### config.mk
export PLATFORM = sky130hd
export DESIGN_NAME = ps2_scancode_decoder_flat
export DESIGN_NICKNAME = d
export VERILOG_FILES = /design/src/rtl/ps2_scancode_decoder_pkg.sv /design/src/rtl/ps2_scancode_decoder_if.sv /design/src/rtl/ps2_scancode_decoder_fifo.sv /design/src/rtl/ps2_scancode_decoder.sv /design/src/flat_wrapper.sv
export SDC_FILE = /design/constraint.sdc
export NUM_CORES = 1
export LEC_CHECK = 0
export BUFFER_PORTS_ARGS = -buffer_cell sky130_fd_sc_hd__buf_2
export CAP_MARGIN = 20
export CORE_MARGIN = 1.5
export CORE_UTILIZATION = 35
export DETAILED_ROUTE_END_ITERATION = 16
export PLACE_DENSITY = 0.63
export SLEW_MARGIN = 20
export SYNTH_ARGS = -nofsm -noshare
export SYNTH_HDL_FRONTEND = slang
export SYNTH_HIERARCHICAL = 1
export SYNTH_SLANG_ARGS = --single-unit
### constraint.sdc
create_clock -name Clock -period 6.6 [get_ports Clock]
set_input_delay 0.66 -clock Clock [delete_from_list [all_inputs] [get_ports Clock]]
set_output_delay 0.66 -clock Clock [all_outputs]
set_load 0.01 [all_outputs]
### src/rtl/ps2_scancode_decoder_pkg.sv
// ============================================================================
// ps2_scancode_decoder_pkg
// Scan-code set 2 constants, FSM encoding and event layout for the decoder.
// Optional build macro PS2_ASCII_EN adds the ASCII translation function.
// Revision: 1.0
// ============================================================================
`default_nettype none

package ps2_scancode_decoder_pkg;

    localparam logic [7:0] SC_EXT   = 8'hE0;
    localparam logic [7:0] SC_BRK   = 8'hF0;
    localparam logic [7:0] SC_PAUSE = 8'hE1;
    localparam logic [7:0] SC_W     = 8'h1D;
    localparam logic [7:0] SC_A     = 8'h1C;
    localparam logic [7:0] SC_S     = 8'h1B;
    localparam logic [7:0] SC_D     = 8'h23;

    localparam int EVT_W = 10;

    typedef enum logic [2:0] {
        ST_IDLE   = 3'd0,
        ST_EXT    = 3'd1,
        ST_BRK    = 3'd2,
        ST_EXTBRK = 3'd3,
        ST_SKIP   = 3'd4
    } state_t;

    typedef struct packed {
        logic       ext;
        logic       brk;
        logic [7:0] code;
    } evt_t;

    function automatic logic is_prefix(input logic [7:0] b);
        return (b == SC_EXT) || (b == SC_BRK) || (b == SC_PAUSE);
    endfunction

`ifdef PS2_ASCII_EN
    function automatic logic [7:0] scan_to_ascii(input evt_t e);
        logic [7:0] a;
        a = 8'h00;
        if (!e.ext) begin
            case (e.code)
                8'h1C: a = "a"; 8'h32: a = "b"; 8'h21: a = "c"; 8'h23: a = "d";
                8'h24: a = "e"; 8'h2B: a = "f"; 8'h34: a = "g"; 8'h33: a = "h";
                8'h43: a = "i"; 8'h3B: a = "j"; 8'h42: a = "k"; 8'h4B: a = "l";
                8'h3A: a = "m"; 8'h31: a = "n"; 8'h44: a = "o"; 8'h4D: a = "p";
                8'h15: a = "q"; 8'h2D: a = "r"; 8'h1B: a = "s"; 8'h2C: a = "t";
                8'h3C: a = "u"; 8'h2A: a = "v"; 8'h1D: a = "w"; 8'h22: a = "x";
                8'h35: a = "y"; 8'h1A: a = "z";
                8'h45: a = "0"; 8'h16: a = "1"; 8'h1E: a = "2"; 8'h26: a = "3";
                8'h25: a = "4"; 8'h2E: a = "5"; 8'h36: a = "6"; 8'h3D: a = "7";
                8'h3E: a = "8"; 8'h46: a = "9";
                8'h29: a = 8'h20;
                8'h5A: a = 8'h0D;
                8'h66: a = 8'h08;
                default: a = 8'h00;
            endcase
        end
        return a;
    endfunction
`endif

endpackage

`default_nettype wire

### src/rtl/ps2_scancode_decoder_if.sv
// ============================================================================
// ps2_scancode_decoder_if
// Scan-byte input and key-event output bundle. PS2_ASCII_EN adds oAscii.
// Revision: 1.0
// ============================================================================
`default_nettype none

interface ps2_scancode_decoder_if;

    logic [7:0] iScanCode;
    logic       iScanValid;
    logic       iEventReady;
    logic       oEventValid;
    logic [7:0] oKeyCode;
    logic       oExtended;
    logic       oBreak;
    logic [3:0] oKeyHeld;
    logic       oOverflow;
    logic       oError;
`ifdef PS2_ASCII_EN
    logic [7:0] oAscii;
`endif

    modport master (
        output iScanCode, iScanValid, iEventReady,
        input  oEventValid, oKeyCode, oExtended, oBreak, oKeyHeld, oOverflow, oError
`ifdef PS2_ASCII_EN
        , input oAscii
`endif
    );

    modport slave (
        input  iScanCode, iScanValid, iEventReady,
        output oEventValid, oKeyCode, oExtended, oBreak, oKeyHeld, oOverflow, oError
`ifdef PS2_ASCII_EN
        , output oAscii
`endif
    );

endinterface

`default_nettype wire

### src/rtl/ps2_scancode_decoder_fifo.sv
// ============================================================================
// ps2_scancode_decoder_fifo
// Synchronous first-word-fall-through FIFO with sticky overflow flag.
// Revision: 1.0
// ============================================================================
`default_nettype none

module ps2_scancode_decoder_fifo #(
    parameter int WIDTH = 10,
    parameter int DEPTH = 4
) (
    input  wire logic             Clock,
    input  wire logic             Reset,
    input  wire logic             push_i,
    input  wire logic [WIDTH-1:0] data_i,
    input  wire logic             pop_i,
    output logic      [WIDTH-1:0] data_o,
    output logic                  full_o,
    output logic                  empty_o,
    output logic                  overflow_o
);

    localparam int AW = $clog2(DEPTH);
    localparam int PW = AW + 1;

    logic [WIDTH-1:0] mem_q [DEPTH];
    logic [PW-1:0]    wr_q, rd_q;
    logic             ovf_q;
    logic             w_pop, w_push;

    assign empty_o = (wr_q == rd_q);
    assign full_o  = (wr_q[AW-1:0] == rd_q[AW-1:0]) && (wr_q[AW] != rd_q[AW]);
    assign w_pop   = pop_i && !empty_o;
    // A full FIFO still accepts a write when the head leaves in the same cycle.
    assign w_push  = push_i && (!full_o || w_pop);

    always_ff @(posedge Clock) begin
        if (w_push) begin
            mem_q[wr_q[AW-1:0]] <= data_i;
        end
    end

    always_ff @(posedge Clock) begin
        if (Reset) begin
            wr_q  <= '0;
            rd_q  <= '0;
            ovf_q <= 1'b0;
        end else begin
            if (w_push) wr_q <= wr_q + PW'(1);
            if (w_pop)  rd_q <= rd_q + PW'(1);
            if (push_i && !w_push) ovf_q <= 1'b1;
        end
    end

    assign data_o     = empty_o ? '0 : mem_q[rd_q[AW-1:0]];
    assign overflow_o = ovf_q;

endmodule

`default_nettype wire

### src/rtl/ps2_scancode_decoder.sv
// ============================================================================
// ps2_scancode_decoder
// Folds E0/F0/E1 prefixes into key events, buffers them, tracks W/A/S/D held.
// Build macro PS2_ASCII_EN adds the oAscii head-entry translation.
// Revision: 1.0
// ============================================================================
`default_nettype none

module ps2_scancode_decoder
    import ps2_scancode_decoder_pkg::*;
#(
    parameter int FIFO_DEPTH = 4
) (
    input wire logic              Clock,
    input wire logic              Reset,
    ps2_scancode_decoder_if.slave bus
);

    state_t     state_q, state_d;
    logic [2:0] cnt_q, cnt_d;
    logic [3:0] held_q, held_d;
    logic       err_q, err_d;
    logic       push;
    evt_t       evt;
    evt_t       head;
    logic       fifo_full, fifo_empty, fifo_ovf;

    always_comb begin
        state_d = state_q;
        cnt_d   = cnt_q;
        err_d   = 1'b0;
        push    = 1'b0;
        evt     = '0;
        if (bus.iScanValid) begin
            case (state_q)
                ST_IDLE: begin
                    if (bus.iScanCode == SC_EXT)        state_d = ST_EXT;
                    else if (bus.iScanCode == SC_BRK)   state_d = ST_BRK;
                    else if (bus.iScanCode == SC_PAUSE) begin
                        state_d = ST_SKIP;
                        cnt_d   = 3'd7;
                    end else begin
                        push = 1'b1;
                        evt  = '{ext: 1'b0, brk: 1'b0, code: bus.iScanCode};
                    end
                end
                ST_EXT: begin
                    if (bus.iScanCode == SC_BRK)        state_d = ST_EXTBRK;
                    else if (bus.iScanCode == SC_EXT)   state_d = ST_EXT;
                    else if (bus.iScanCode == SC_PAUSE) begin
                        state_d = ST_IDLE;
                        err_d   = 1'b1;
                    end else begin
                        push    = 1'b1;
                        evt     = '{ext: 1'b1, brk: 1'b0, code: bus.iScanCode};
                        state_d = ST_IDLE;
                    end
                end
                ST_BRK, ST_EXTBRK: begin
                    state_d = ST_IDLE;
                    if (is_prefix(bus.iScanCode)) begin
                        err_d = 1'b1;
                    end else begin
                        push = 1'b1;
                        evt  = '{ext: (state_q == ST_EXTBRK), brk: 1'b1, code: bus.iScanCode};
                    end
                end
                ST_SKIP: begin
                    // The Pause sequence is eight bytes with no release; report one make.
                    if (cnt_q == 3'd1) begin
                        push    = 1'b1;
                        evt     = '{ext: 1'b1, brk: 1'b0, code: SC_PAUSE};
                        state_d = ST_IDLE;
                        cnt_d   = 3'd0;
                    end else begin
                        cnt_d = cnt_q - 3'd1;
                    end
                end
                default: state_d = ST_IDLE;
            endcase
        end
    end

    always_comb begin
        held_d = held_q;
        if (push && !evt.ext) begin
            case (evt.code)
                SC_W:    held_d[0] = !evt.brk;
                SC_A:    held_d[1] = !evt.brk;
                SC_S:    held_d[2] = !evt.brk;
                SC_D:    held_d[3] = !evt.brk;
                default: held_d    = held_q;
            endcase
        end
    end

    always_ff @(posedge Clock) begin
        if (Reset) begin
            state_q <= ST_IDLE;
            cnt_q   <= 3'd0;
            held_q  <= 4'd0;
            err_q   <= 1'b0;
        end else begin
            state_q <= state_d;
            cnt_q   <= cnt_d;
            held_q  <= held_d;
            err_q   <= err_d;
        end
    end

    ps2_scancode_decoder_fifo #(
        .WIDTH (EVT_W),
        .DEPTH (FIFO_DEPTH)
    ) u_fifo (
        .Clock      (Clock),
        .Reset      (Reset),
        .push_i     (push),
        .data_i     (evt),
        .pop_i      (bus.iEventReady),
        .data_o     (head),
        .full_o     (fifo_full),
        .empty_o    (fifo_empty),
        .overflow_o (fifo_ovf)
    );

    assign bus.oEventValid = !fifo_empty;
    assign bus.oKeyCode    = head.code;
    assign bus.oExtended   = head.ext;
    assign bus.oBreak      = head.brk;
    assign bus.oKeyHeld    = held_q;
    assign bus.oOverflow   = fifo_ovf;
    assign bus.oError      = err_q;
`ifdef PS2_ASCII_EN
    assign bus.oAscii      = fifo_empty ? 8'h00 : scan_to_ascii(head);
`endif

    logic unused_full;
    assign unused_full = fifo_full;

endmodule

`default_nettype wire
### src/flat_wrapper.sv
// flat-port wrapper written by rule: the top's interface ports become plain ports
module ps2_scancode_decoder_flat import ps2_scancode_decoder_pkg::*;
#(
    parameter int FIFO_DEPTH = 4
)
  (Clock, Reset, bus_iScanCode, bus_iScanValid, bus_iEventReady, bus_oEventValid, bus_oKeyCode, bus_oExtended, bus_oBreak, bus_oKeyHeld, bus_oOverflow, bus_oError);
  ps2_scancode_decoder_if bus_i ();
  input wire logic Clock;
  input wire logic Reset;
  input wire logic [$bits(bus_i.iScanCode)-1:0] bus_iScanCode;
  input wire logic [$bits(bus_i.iScanValid)-1:0] bus_iScanValid;
  input wire logic [$bits(bus_i.iEventReady)-1:0] bus_iEventReady;
  output wire logic [$bits(bus_i.oEventValid)-1:0] bus_oEventValid;
  output wire logic [$bits(bus_i.oKeyCode)-1:0] bus_oKeyCode;
  output wire logic [$bits(bus_i.oExtended)-1:0] bus_oExtended;
  output wire logic [$bits(bus_i.oBreak)-1:0] bus_oBreak;
  output wire logic [$bits(bus_i.oKeyHeld)-1:0] bus_oKeyHeld;
  output wire logic [$bits(bus_i.oOverflow)-1:0] bus_oOverflow;
  output wire logic [$bits(bus_i.oError)-1:0] bus_oError;
  assign bus_i.iScanCode = bus_iScanCode;
  assign bus_i.iScanValid = bus_iScanValid;
  assign bus_i.iEventReady = bus_iEventReady;
  assign bus_oEventValid = bus_i.oEventValid;
  assign bus_oKeyCode = bus_i.oKeyCode;
  assign bus_oExtended = bus_i.oExtended;
  assign bus_oBreak = bus_i.oBreak;
  assign bus_oKeyHeld = bus_i.oKeyHeld;
  assign bus_oOverflow = bus_i.oOverflow;
  assign bus_oError = bus_i.oError;
  ps2_scancode_decoder #(.FIFO_DEPTH(FIFO_DEPTH)) u_core (.Clock(Clock), .Reset(Reset), .bus(bus_i));
endmodule
==> results.sh <==
export IMPL_status="complete, no violations"
export IMPL_gp_congestion=0.798
export IMPL_rows=33
export IMPL_p_per_area_nw_per_um2=300
export IMPL_worst_pin_slew_ns=0.772
export IMPL_grt_overflow=0
export IMPL_fin_crit_sh_pct=39.7
export IMPL_syn_avg_cell_area_sq_um=13.0
export IMPL_slew_headroom_pct=47.9
export IMPL_combPwrFrac_pct=16.9
export IMPL_path_buf_inv=1
export IMPL_numPortBuffers=28
export IMPL_die_h_um=94.1
export IMPL_path_class="register to primary output"
export IMPL_final_hold_violation_count=0
export IMPL_min_period_ns=2.62
export IMPL_clock_sinks=60
export IMPL_vias=1880
export IMPL_wire_per_inst_um=16.0
export IMPL_finalNetCount=271
export IMPL_cts_root_buffer="clkbuf_8"
export IMPL_critPathLaunchType="register"
export IMPL_synth_warnings=6
export IMPL_clk_pin_slew_ns=0.07
export IMPL_cts_setup_buffers=0
export IMPL_grt_start_max_net_pins=17
export IMPL_grt_pass1_wl_um=9080
export IMPL_reg2reg_depth=6
export IMPL_finish_utilization_pct=41.5
export IMPL_holdPathStages=2
export IMPL_fin_skew_ns=0.0117
export IMPL_multi_input_area_sq_um=1200
export IMPL_cp_end_kind="primary output"
export IMPL_p_leak_nw=1.26
export IMPL_p_int_uw=756
export IMPL_ir_drop_v=0.000105
export IMPL_dp_cells=346
export IMPL_critPathSlowestCell="dfxtp_1"
export IMPL_cts_inserted_buffers=9
export IMPL_crit_fanout=10
export IMPL_met3WireLength_um=219
export IMPL_gr_usage_all_layers_pct=13.9
export IMPL_synth_cells=223
export IMPL_insertion_delay_ns=0.33
export IMPL_power_switching_uw=256
export IMPL_p_clk_share_pct=38.9
export IMPL_cts_tree="done"
export IMPL_finalMaxSlewViolations=0
export IMPL_stdcell_count=362
export IMPL_hpwlAfterDp_um=4140
export IMPL_cts_hold_fix_buffers=0
export IMPL_cp_slowest_stage_delay_ns=0.76
export IMPL_cap_violations=0
export IMPL_setup_viol=0
export IMPL_min_from="u_core/bus.oKeyHeld[3]"
export IMPL_rsz0062_at_grt="no"
export IMPL_timing_rr_end="u_core/u_fifo/mem_q[1][1]"
export IMPL_htreeDepth=3
export IMPL_hold_end="u_core/bus.oKeyHeld[3]"
export IMPL_clockBufferDepth=2
export IMPL_critical_path_arrival_ns=1.96
export IMPL_ant_nets=0
export IMPL_p_sw_share_pct=25.3
export IMPL_syn_to_final_growth_pct=16.3
export IMPL_crit_chain="mux4_2 -> nor2b_1 -> buf_2"
export IMPL_r2r_start="u_core/cnt_q[0]"
export IMPL_synth_area_sq_um=2900
export IMPL_holdCritPathClass="register to register"
export IMPL_die_w_um=94.1
export IMPL_fill_cells=757
export IMPL_dr_wl_met2_um=2780
export IMPL_antenna_cells=0
export IMPL_first_global_vias=1799
export IMPL_dr_pass1_iters=4
export IMPL_critPathTopFamily="flip-flops"
export IMPL_power_total_mw=1.01
export IMPL_tns_ns=0
export IMPL_core_area_sq_um=8130
export IMPL_wl_met1_um=2710
export IMPL_ios=29
export IMPL_start_util_pct=35.7
export IMPL_dieArea_sq_um=8850
export IMPL_drt_iter0_drc=84
export IMPL_timing_fmax_ghz=0.382
export IMPL_pwr_share_seq_pct=44.2
export IMPL_syn_nets=242
export IMPL_final_area_sq_um=3370
export IMPL_antenna_found_initial=0
export IMPL_via_per_inst=5.19
export IMPL_highest_signal_layer="met4"
export IMPL_route_detailed_drc=0
export IMPL_crit_required_ns=5.94
export IMPL_regArea_sq_um=1600
export IMPL_wl_um=5800
export IMPL_drive_gt1_share_pct=25.3
export IMPL_r2r_slack_ns=4.09
export IMPL_cts_resized=0
export IMPL_place_area_sq_um=3140
==> stage by stage <==
step | setup WS [ns] | hold WS [ns]
2_1_floorplan | 4.24 | 0.475
6_report | 3.98 | 0.457
5_1_grt | 3.85 | 0.471
3_3_place_gp | 3.77 | 0.442
3_5_place_dp | 3.70 | 0.449
4_1_cts | 3.90 | 0.460
==> worst max path at each step <==
stage,depth (start not counted),slack [ns],endpoint
floorplan,7,4.24,u_core/u_fifo/mem_q[3][0]
global route,3,3.85,bus_oExtended
finish,3,3.98,bus_oExtended
global placement,7,3.77,u_core/u_fifo/mem_q[3][1]
detailed placement,7,3.70,u_core/u_fifo/mem_q[3][1]
CTS,3,3.90,bus_oExtended
==> power groups by stage <==
stage               clock network (mW)  registers (mW)  logic, mW
floorplan                            0           0.438      0.132
global placement                     0           0.456      0.171
detailed placement                   0           0.457      0.173
CTS                              0.403           0.449      0.173
global route                     0.420           0.451      0.185
finish                           0.393           0.447      0.171
==> registers in the layout (all words and copies together) (netlist names), named ones only <==
signal,count
u_core/u_fifo/mem_q,40
u_core/u_fifo/overflow_o,1
u_core/u_fifo/wr_q,3
u_core/bus.oError,1
u_core/state_q,3
u_core/cnt_q,3
u_core/bus.oKeyHeld,4
u_core/u_fifo/rd_q,3
==> layer usage <==
metal	global-route usage, %	vias up
met5	0	-
met2	22.4	40
met3	3.64	7
met4	6.09	0
li1	-	899
met1	17.6	934
==> worst reg2reg max path: stages (launching register included) <==
cell      delay, ns
dfxtp_1        0.39
ha_1           0.22
nand3b_1       0.15
nor2_1         0.38
o21a_1         0.30
nor2b_1        0.21
and2_1         0.50
==> area by class of cell <==
type	instances	area share (%)
tap	105	3.89
clock inverter	7	3.41
inverter	14	1.56
sequential	60	47.5
clock buffer	9	3.67
multi-input combinational	138	35.6
timing repair buffer	29	4.38
==> cell usage in the layout (no fill, tap or decap), types with 2 or more instances in the layout <==
master and count:
a31oi_1 4, nand2b_1 2, xor2_2 2, edfxtp_1 40, buf_2 28, o21ai_0 3, nor4_1 2, or3_1 2
nand3_1 2, mux2i_1 5, o211ai_1 2, nor2b_1 17, nand2_1 7, o21a_1 3, and3_1 2, xor2_1 4
nor4b_1 3, dfxtp_1 20, xnor2_1 2, ha_1 7, inv_1 14, a21oi_1 6, or2_1 2, nor3_1 4
o221a_2 2, o31ai_1 2, nor2_1 11, and2_1 7, clkbuf_8 9, mux4_2 10, o41ai_2 2, bufinv_16 3
Power figures use the tool's default switching activity.
